## src/rtl/noc_pkg.sv

```systemverilog
// Shared arbiter definitions: state encoding and one-hot/index conversion helpers.
// Helpers work on the widest legal port count; callers cast to their own width.
package noc_pkg;

    localparam int MAX_PORTS = 16;
    localparam int MAX_SELW  = 4;

    typedef enum logic {
        IDLE   = 1'b0,
        LOCKED = 1'b1
    } arb_state_e;

    function automatic logic [MAX_PORTS-1:0] onehot_of(input logic [MAX_SELW-1:0] idx);
        logic [MAX_PORTS-1:0] oh;
        oh      = '0;
        oh[idx] = 1'b1;
        return oh;
    endfunction

    function automatic logic [MAX_SELW-1:0] index_of(input logic [MAX_PORTS-1:0] oh);
        logic [MAX_SELW-1:0] idx;
        idx = '0;
        for (int i = 0; i < MAX_PORTS; i++) begin
            if (oh[i]) idx = MAX_SELW'(i);
        end
        return idx;
    endfunction

endpackage

```

## src/rtl/rr_packet_arbiter_if.sv

```systemverilog
// Request/grant bundle between the input ports, the arbiter and the downstream crossbar.
// master drives requests and ready; slave (the arbiter) drives grant and status.
interface rr_packet_arbiter_if #(
    parameter int PORT_N = 5
);
    localparam int SELW = $clog2(PORT_N);

    logic [PORT_N-1:0] vld_i;
    logic [PORT_N-1:0] last_i;
    logic              out_rdy_i;
    logic [PORT_N-1:0] gnt_o;
    logic [SELW-1:0]   sel_o;
    logic              out_vld_o;
    logic              locked_o;
    logic              timeout_o;

    modport master (
        output vld_i, last_i, out_rdy_i,
        input  gnt_o, sel_o, out_vld_o, locked_o, timeout_o
    );

    modport slave (
        input  vld_i, last_i, out_rdy_i,
        output gnt_o, sel_o, out_vld_o, locked_o, timeout_o
    );

endinterface

```

## src/rtl/rr_pick.sv

```systemverilog
// Combinational round-robin picker: first set request at or above ptr, wrapping at PORT_N-1.
// Produces the one-hot grant and its binary index (index 0 when nothing is requested).
module rr_pick
    import noc_pkg::*;
#(
    parameter  int PORT_N = 5,
    localparam int SELW   = $clog2(PORT_N)
) (
    input  logic [PORT_N-1:0] req,
    input  logic [SELW-1:0]   ptr,
    output logic [PORT_N-1:0] gnt,
    output logic [SELW-1:0]   idx
);

    int              pos;
    logic [SELW-1:0] cand;
    logic            found;

    // NOTE: every variable driven here gets a default first so no path leaves it unassigned (no latch).
    always_comb begin
        gnt   = '0;
        found = 1'b0;
        pos   = 0;
        cand  = '0;
        for (int i = 0; i < PORT_N; i++) begin
            pos = int'(ptr) + i;
            if (pos >= PORT_N) pos = pos - PORT_N;
            cand = SELW'(pos);
            if (!found && req[cand]) begin
                found     = 1'b1;
                gnt[cand] = 1'b1;
            end
        end
        idx = SELW'(index_of(MAX_PORTS'(gnt)));
    end

endmodule

```

## src/rtl/rr_packet_arbiter.sv

```systemverilog
// Round-robin packet arbiter: grants one port and holds the output until that packet's tail.
// Optional lock watchdog built when PKT_ARB_WATCHDOG_EN is defined.
module rr_packet_arbiter
    import noc_pkg::*;
#(
    parameter int PORT_N      = 5,
    parameter int TIMEOUT_CYC = 64
) (
    input  logic                clk_i,
    input  logic                rst_ni,
    rr_packet_arbiter_if.slave  bus
);

    localparam int SELW = $clog2(PORT_N);

    arb_state_e        state;
    logic [SELW-1:0]   rr_ptr;
    logic [SELW-1:0]   owner;

    logic [PORT_N-1:0] pick_gnt;
    logic [SELW-1:0]   pick_sel;
    logic [PORT_N-1:0] gnt;
    logic [SELW-1:0]   sel;
    logic              out_vld;
    logic              xfer;
    logic              tail;
    logic              wd_hit;

    function automatic logic [SELW-1:0] wrap_inc(input logic [SELW-1:0] v);
        return (int'(v) == PORT_N - 1) ? '0 : v + 1'b1;
    endfunction

    rr_pick #(.PORT_N(PORT_N)) u_pick (
        .req (bus.vld_i),
        .ptr (rr_ptr),
        .gnt (pick_gnt),
        .idx (pick_sel)
    );

    // Outputs are forced low while reset is held, even though the idle grant is combinational.
    always_comb begin
        gnt     = '0;
        sel     = '0;
        out_vld = 1'b0;
        if (rst_ni) begin
            if (state == IDLE) begin
                gnt     = pick_gnt;
                sel     = pick_sel;
                out_vld = |bus.vld_i;
            end else begin
                gnt     = PORT_N'(onehot_of(MAX_SELW'(owner)));
                sel     = owner;
                out_vld = bus.vld_i[owner];
            end
        end
        xfer = out_vld & bus.out_rdy_i;
        tail = xfer & bus.last_i[sel];
    end

`ifdef PKT_ARB_WATCHDOG_EN
    localparam int WDW = $clog2(TIMEOUT_CYC);

    logic [WDW-1:0] wdog;

    // NOTE: sequential state uses non-blocking assignments so every flop samples pre-edge values.
    always_ff @(posedge clk_i or negedge rst_ni) begin
        if (!rst_ni) begin
            wdog <= '0;
        end else if (state == IDLE) begin
            wdog <= '0;
        end else begin
            wdog <= wdog + 1'b1;
        end
    end

    // A tail on the limit cycle wins over the timeout.
    assign wd_hit = (state == LOCKED) && (wdog == WDW'(TIMEOUT_CYC - 1)) && !tail;
`else
    assign wd_hit = 1'b0;
`endif

    // NOTE: every control register has an async reset so a reset mid-packet drops the lock at once.
    always_ff @(posedge clk_i or negedge rst_ni) begin
        if (!rst_ni) begin
            state  <= IDLE;
            rr_ptr <= '0;
            owner  <= '0;
        end else begin
            case (state)
                IDLE: begin
                    if (xfer) begin
                        if (bus.last_i[sel]) begin
                            rr_ptr <= wrap_inc(sel);
                        end else begin
                            owner <= sel;
                            state <= LOCKED;
                        end
                    end
                end
                LOCKED: begin
                    if (tail || wd_hit) begin
                        state  <= IDLE;
                        rr_ptr <= wrap_inc(owner);
                    end
                end
                default: state <= IDLE;
            endcase
        end
    end

    assign bus.gnt_o     = gnt;
    assign bus.sel_o     = sel;
    assign bus.out_vld_o = out_vld;
    assign bus.locked_o  = (state == LOCKED);
    assign bus.timeout_o = wd_hit;

endmodule

```

## src/flat_wrapper.sv

```systemverilog
// flat-port wrapper written by rule: the top's interface ports become plain ports
module rr_packet_arbiter_flat import noc_pkg::*;
#(
    parameter int PORT_N      = 5,
    parameter int TIMEOUT_CYC = 64
)
  (clk_i, rst_ni, bus_vld_i, bus_last_i, bus_out_rdy_i, bus_gnt_o, bus_sel_o, bus_out_vld_o, bus_locked_o, bus_timeout_o);
  rr_packet_arbiter_if #(.PORT_N(PORT_N)) bus_i ();
  input  logic clk_i;
  input  logic rst_ni;
  input wire logic [$bits(bus_i.vld_i)-1:0] bus_vld_i;
  input wire logic [$bits(bus_i.last_i)-1:0] bus_last_i;
  input wire logic [$bits(bus_i.out_rdy_i)-1:0] bus_out_rdy_i;
  output wire logic [$bits(bus_i.gnt_o)-1:0] bus_gnt_o;
  output wire logic [$bits(bus_i.sel_o)-1:0] bus_sel_o;
  output wire logic [$bits(bus_i.out_vld_o)-1:0] bus_out_vld_o;
  output wire logic [$bits(bus_i.locked_o)-1:0] bus_locked_o;
  output wire logic [$bits(bus_i.timeout_o)-1:0] bus_timeout_o;
  assign bus_i.vld_i = bus_vld_i;
  assign bus_i.last_i = bus_last_i;
  assign bus_i.out_rdy_i = bus_out_rdy_i;
  assign bus_gnt_o = bus_i.gnt_o;
  assign bus_sel_o = bus_i.sel_o;
  assign bus_out_vld_o = bus_i.out_vld_o;
  assign bus_locked_o = bus_i.locked_o;
  assign bus_timeout_o = bus_i.timeout_o;
  rr_packet_arbiter #(.PORT_N(PORT_N), .TIMEOUT_CYC(TIMEOUT_CYC)) u_core (.clk_i(clk_i), .rst_ni(rst_ni), .bus(bus_i));
endmodule
```

## config.mk

```make
export PLATFORM = sky130hd
export DESIGN_NAME = rr_packet_arbiter_flat
export DESIGN_NICKNAME = d
export VERILOG_FILES = /design/src/rtl/noc_pkg.sv /design/src/rtl/rr_packet_arbiter_if.sv /design/src/rtl/rr_pick.sv /design/src/rtl/rr_packet_arbiter.sv /design/src/flat_wrapper.sv
export SDC_FILE = /design/constraint.sdc
export NUM_CORES = 1
export LEC_CHECK = 0
export CAP_MARGIN = 30
export CORE_MARGIN = 1
export CORE_UTILIZATION = 53
export DETAILED_ROUTE_END_ITERATION = 8
export PLACE_DENSITY = 0.83
export SLEW_MARGIN = 15
export SYNTH_ARGS = -nofsm -noshare
export SYNTH_HDL_FRONTEND = slang
export SYNTH_SLANG_ARGS = --single-unit
```

## constraint.sdc

```tcl
create_clock -name clk_i -period 4.6 [get_ports clk_i]
set_input_delay 1.15 -clock clk_i [delete_from_list [all_inputs] [get_ports clk_i]]
set_output_delay 1.15 -clock clk_i [all_outputs]
set_load 0.02 [all_outputs]
```

==> results.json <==
{
  "outcome": "complete, but fails checks",
  "violations": "setup timing",
  "synth_area_mm2": 0.00216,
  "die_y_um": 65.9,
  "tightest_slew_ns": 0.807,
  "gr-usage-met3_pct": 9.66,
  "synth_top_family_by_area": "compound AO/OA/AOI/OAI gates",
  "regArea_um2": 176,
  "rows": 22,
  "busiest_layer": "met2",
  "yosysSeqAreaShare_pct": 8.09,
  "cts.hold.buffers_added": 0,
  "grt_pass1_vias": 2893,
  "yosys.area_share.simple_pct": 26.8,
  "met2_usage_pct": 66.2,
  "finClkSkew_ns": 0.00948,
  "num-fill-cells": 180,
  "hold_start": "u_core.owner[0]",
  "syn_avg_cell_area_um2": 7.14,
  "setup_viol_count_final": 5,
  "slew_headroom_pct": 46.2,
  "endpoint_kind": "output pin",
  "ys_ff_latch": 7,
  "yosys_warnings": 0,
  "synth_area_leaders": "dfrtp_1 (8.1%), ha_1 (6.9%), mux2i_1 (6.0%), nand2_1 (5.7%), a21oi_1 (5.3%)",
  "worstSetupPathType": "in2out",
  "drcViolationCount": 0,
  "crit_start": "bus_vld_i[0]",
  "grt_start_max_net_pins": 20,
  "vias": 3290,
  "clkLatencyLatePin_ns": 0.24,
  "antenna_found_initial": 0,
  "place.gp.congestion": 1.02,
  "synth-main-ff-cell": "dfrtp_1",
  "drt-total-wl_mm": 10.6,
  "final_layout_size_suffix_gt1_share_pct": 42.7,
  "worst_setup_path_start_kind": "primary input",
  "grt_pass1_wl_mm": 13.9,
  "synth_edf_count": 0,
  "synth_xor_area_share_pct": 0.809,
  "synth_cell_types": 70,
  "synth_mux_area_share_pct": 8.96,
  "multi_input_area_mm2": 0.00207,
  "dieArea_mm2": 0.00434,
  "synth_area_leader_cell": "dfrtp_1",
  "grt-ovfl-total": 0,
  "syn-num-nets": 329,
  "grt_use_met1_pct": 51.8,
  "drt.antenna.violating_nets": 0,
  "vias_per_cell": 7.29,
  "clk_path_buf_depth": 2,
  "cts_tree": "done",
  "core_area_mm2": 0.00380,
  "min_period_ns": 4.68,
  "clkTransAtPathRegs_ns": 0.05,
  "cap_violations": 0,
  "die-width_um": 65.9,
  "path_max_fanout": 5,
  "htree_num_levels": 1,
  "synthDominantCellAreaShare_pct": 8.09,
  "clock-sinks": 7,
  "syn_to_final_growth_pct": 54.5,
  "period_share_pct": 102,
  "worstPathArrival_ns": 3.53,
  "cts-root-buf": "clkbuf_8",
  "async_flop_share_pct": 100,
  "io_pins": 24,
  "slew_viol_final": 0,
  "port_buffers": 22,
  "drt_iter0_markers": 609,
  "hold_path_class": "reg2reg",
  "cts_buffers": 3,
  "num_antenna_cells": 0,
  "dpl_worst_slack_ns": -0.771,
  "max_clock_freq_mhz": 213,
  "synthAdderAreaFrac_pct": 7.86,
  "reg2reg_from": "u_core.rr_ptr[1]",
  "dp_hpwl_mm": 5.99,
  "crit_required_ns": 3.45,
  "worst_slack_ns": -0.0844,
  "avgRoutedWirePerCell_um": 23.5,
  "grt_usage_pct": 42.1,
  "finalHoldViolations": 0,
  "synth-compound-area-share_pct": 39.1,
  "nets": 430,
  "firstDrtPassIters": 7,
  "netlist_instances": 303,
  "initial_utilization_pct": 57.0
}
-- final cells by class --
cell class	count	area share (%)
multi-input combinational	257	62.0
tap	48	1.80
inverter	19	2.21
timing repair buffer	116	27.3
clock buffer	4	1.35
sequential	7	5.27
-- per-layer routing --
metal | wire length (um) | vias up
li1 | - | 1330
met1 | 3700 | 1444
met2 | 4480 | 381
met3 | 1470 | 135
met4 | 949 | 0
met5 | 0 | -
-- cells in the mapped netlist (3+ instances only) --
cell        n
nand2_1    33
nor2_1     28
a21oi_1    23
inv_1      18
o21ai_0    16
mux2i_1    13
ha_1       12
clkbuf_1    9
nand2b_1    9
nand3_1     8
o211ai_1    8
dfrtp_1     7
o31ai_1     7
nor2b_1     6
buf_2       5
o32ai_1     5
or2_2       5
and2_1      4
nor3_1      4
nor4_1      4
o21a_1      4
a211oi_1    3
a211oi_2    3
buf_4       3
mux2_2      3
o211a_1     3
o22ai_1     3
o2bb2ai_1   3
-- logic make-up (layout without fill, tap and decap cells) --
| logic type | Yosys count | in the layout |
|---|---|---|
| buf+inv | 39 | 139 |
| mux | 18 | 18 |
| xor+xnor | 2 | 2 |
| simple gates | 114 | 114 |
| flops | 7 | 7 |
| other cells | 1 | 1 |
| fa+ha+maj | 13 | 13 |
| compound gates | 109 | 109 |
-- worst paths after layout --
check / to / slack (ns) / cells after the start
min in group asynchronous: u_core.owner[1] / 1.56 / 2
hold reg to reg: u_core.owner[0] / 0.74 / 2
setup / recovery: bus_sel_o[0] / -0.08 / 14
max in group asynchronous: u_core.rr_ptr[0] / 2.88 / 2
hold / removal: u_core.owner[0] / 0.74 / 2
setup reg to reg: u_core.rr_ptr[0] / 0.21 / 23
-- placed cells by master, fill, tap and decap left out, drive strengths merged, types with 3 or more instances in the layout --
cell type      netlist  layout
a211oi               7       7
a21oi               24      24
and2                 4       4
buf                 11      99
clkbuf               9      10
clkdlybuf4s50        0      10
dfrtp                7       7
ha                  12      12
inv                 19      19
mux2                 5       5
mux2i               13      13
nand2               33      33
nand2b               9       9
nand3                8       8
nor2                28      28
nor2b                6       6
nor3                 4       4
nor4                 5       5
o211a                3       3
o211ai               8       8
o21a                 4       4
o21ai               17      17
o22ai                3       3
o2bb2ai              3       3
o31ai                8       8
o32ai                5       5
or2                  5       5
-- critical path, cell delays in order --
cell      delay, ns
clkbuf_2       0.11
buf_4          0.18
inv_2          0.12
nand4_1        0.21
a21oi_4        0.24
nor4_4         0.08
and4b_4        0.41
buf_6          0.12
buf_6          0.09
nand2_4        0.06
o21a_1         0.25
a21o_1         0.23
nor2_4         0.13
buf_6          0.14
-- what timing repair did --
action	in CTS	in global routing
setup buffers	9	9
pin swaps	15	22
setup endpoints to repair	8	8
resized for setup	58	53
-- per-stage QoR --
stage	setup TNS (ns)	utilization, %	hold slack (ns)	std cells	cell area, um^2
finish	-0.278	88.0	0.740	451	3340
global route	-1.16	88.0	0.735	451	3340
CTS	0	82.3	0.656	442	3130
detailed placement	-4.99	76.6	0.650	429	2910
global placement	-4.53	76.6	0.627	429	2910
floorplan	0	-	0.585	303	2170
Power is left out: the tool's default activity adds up to more than one toggle a clock period on the data nets, which glitch-free logic cannot reach.
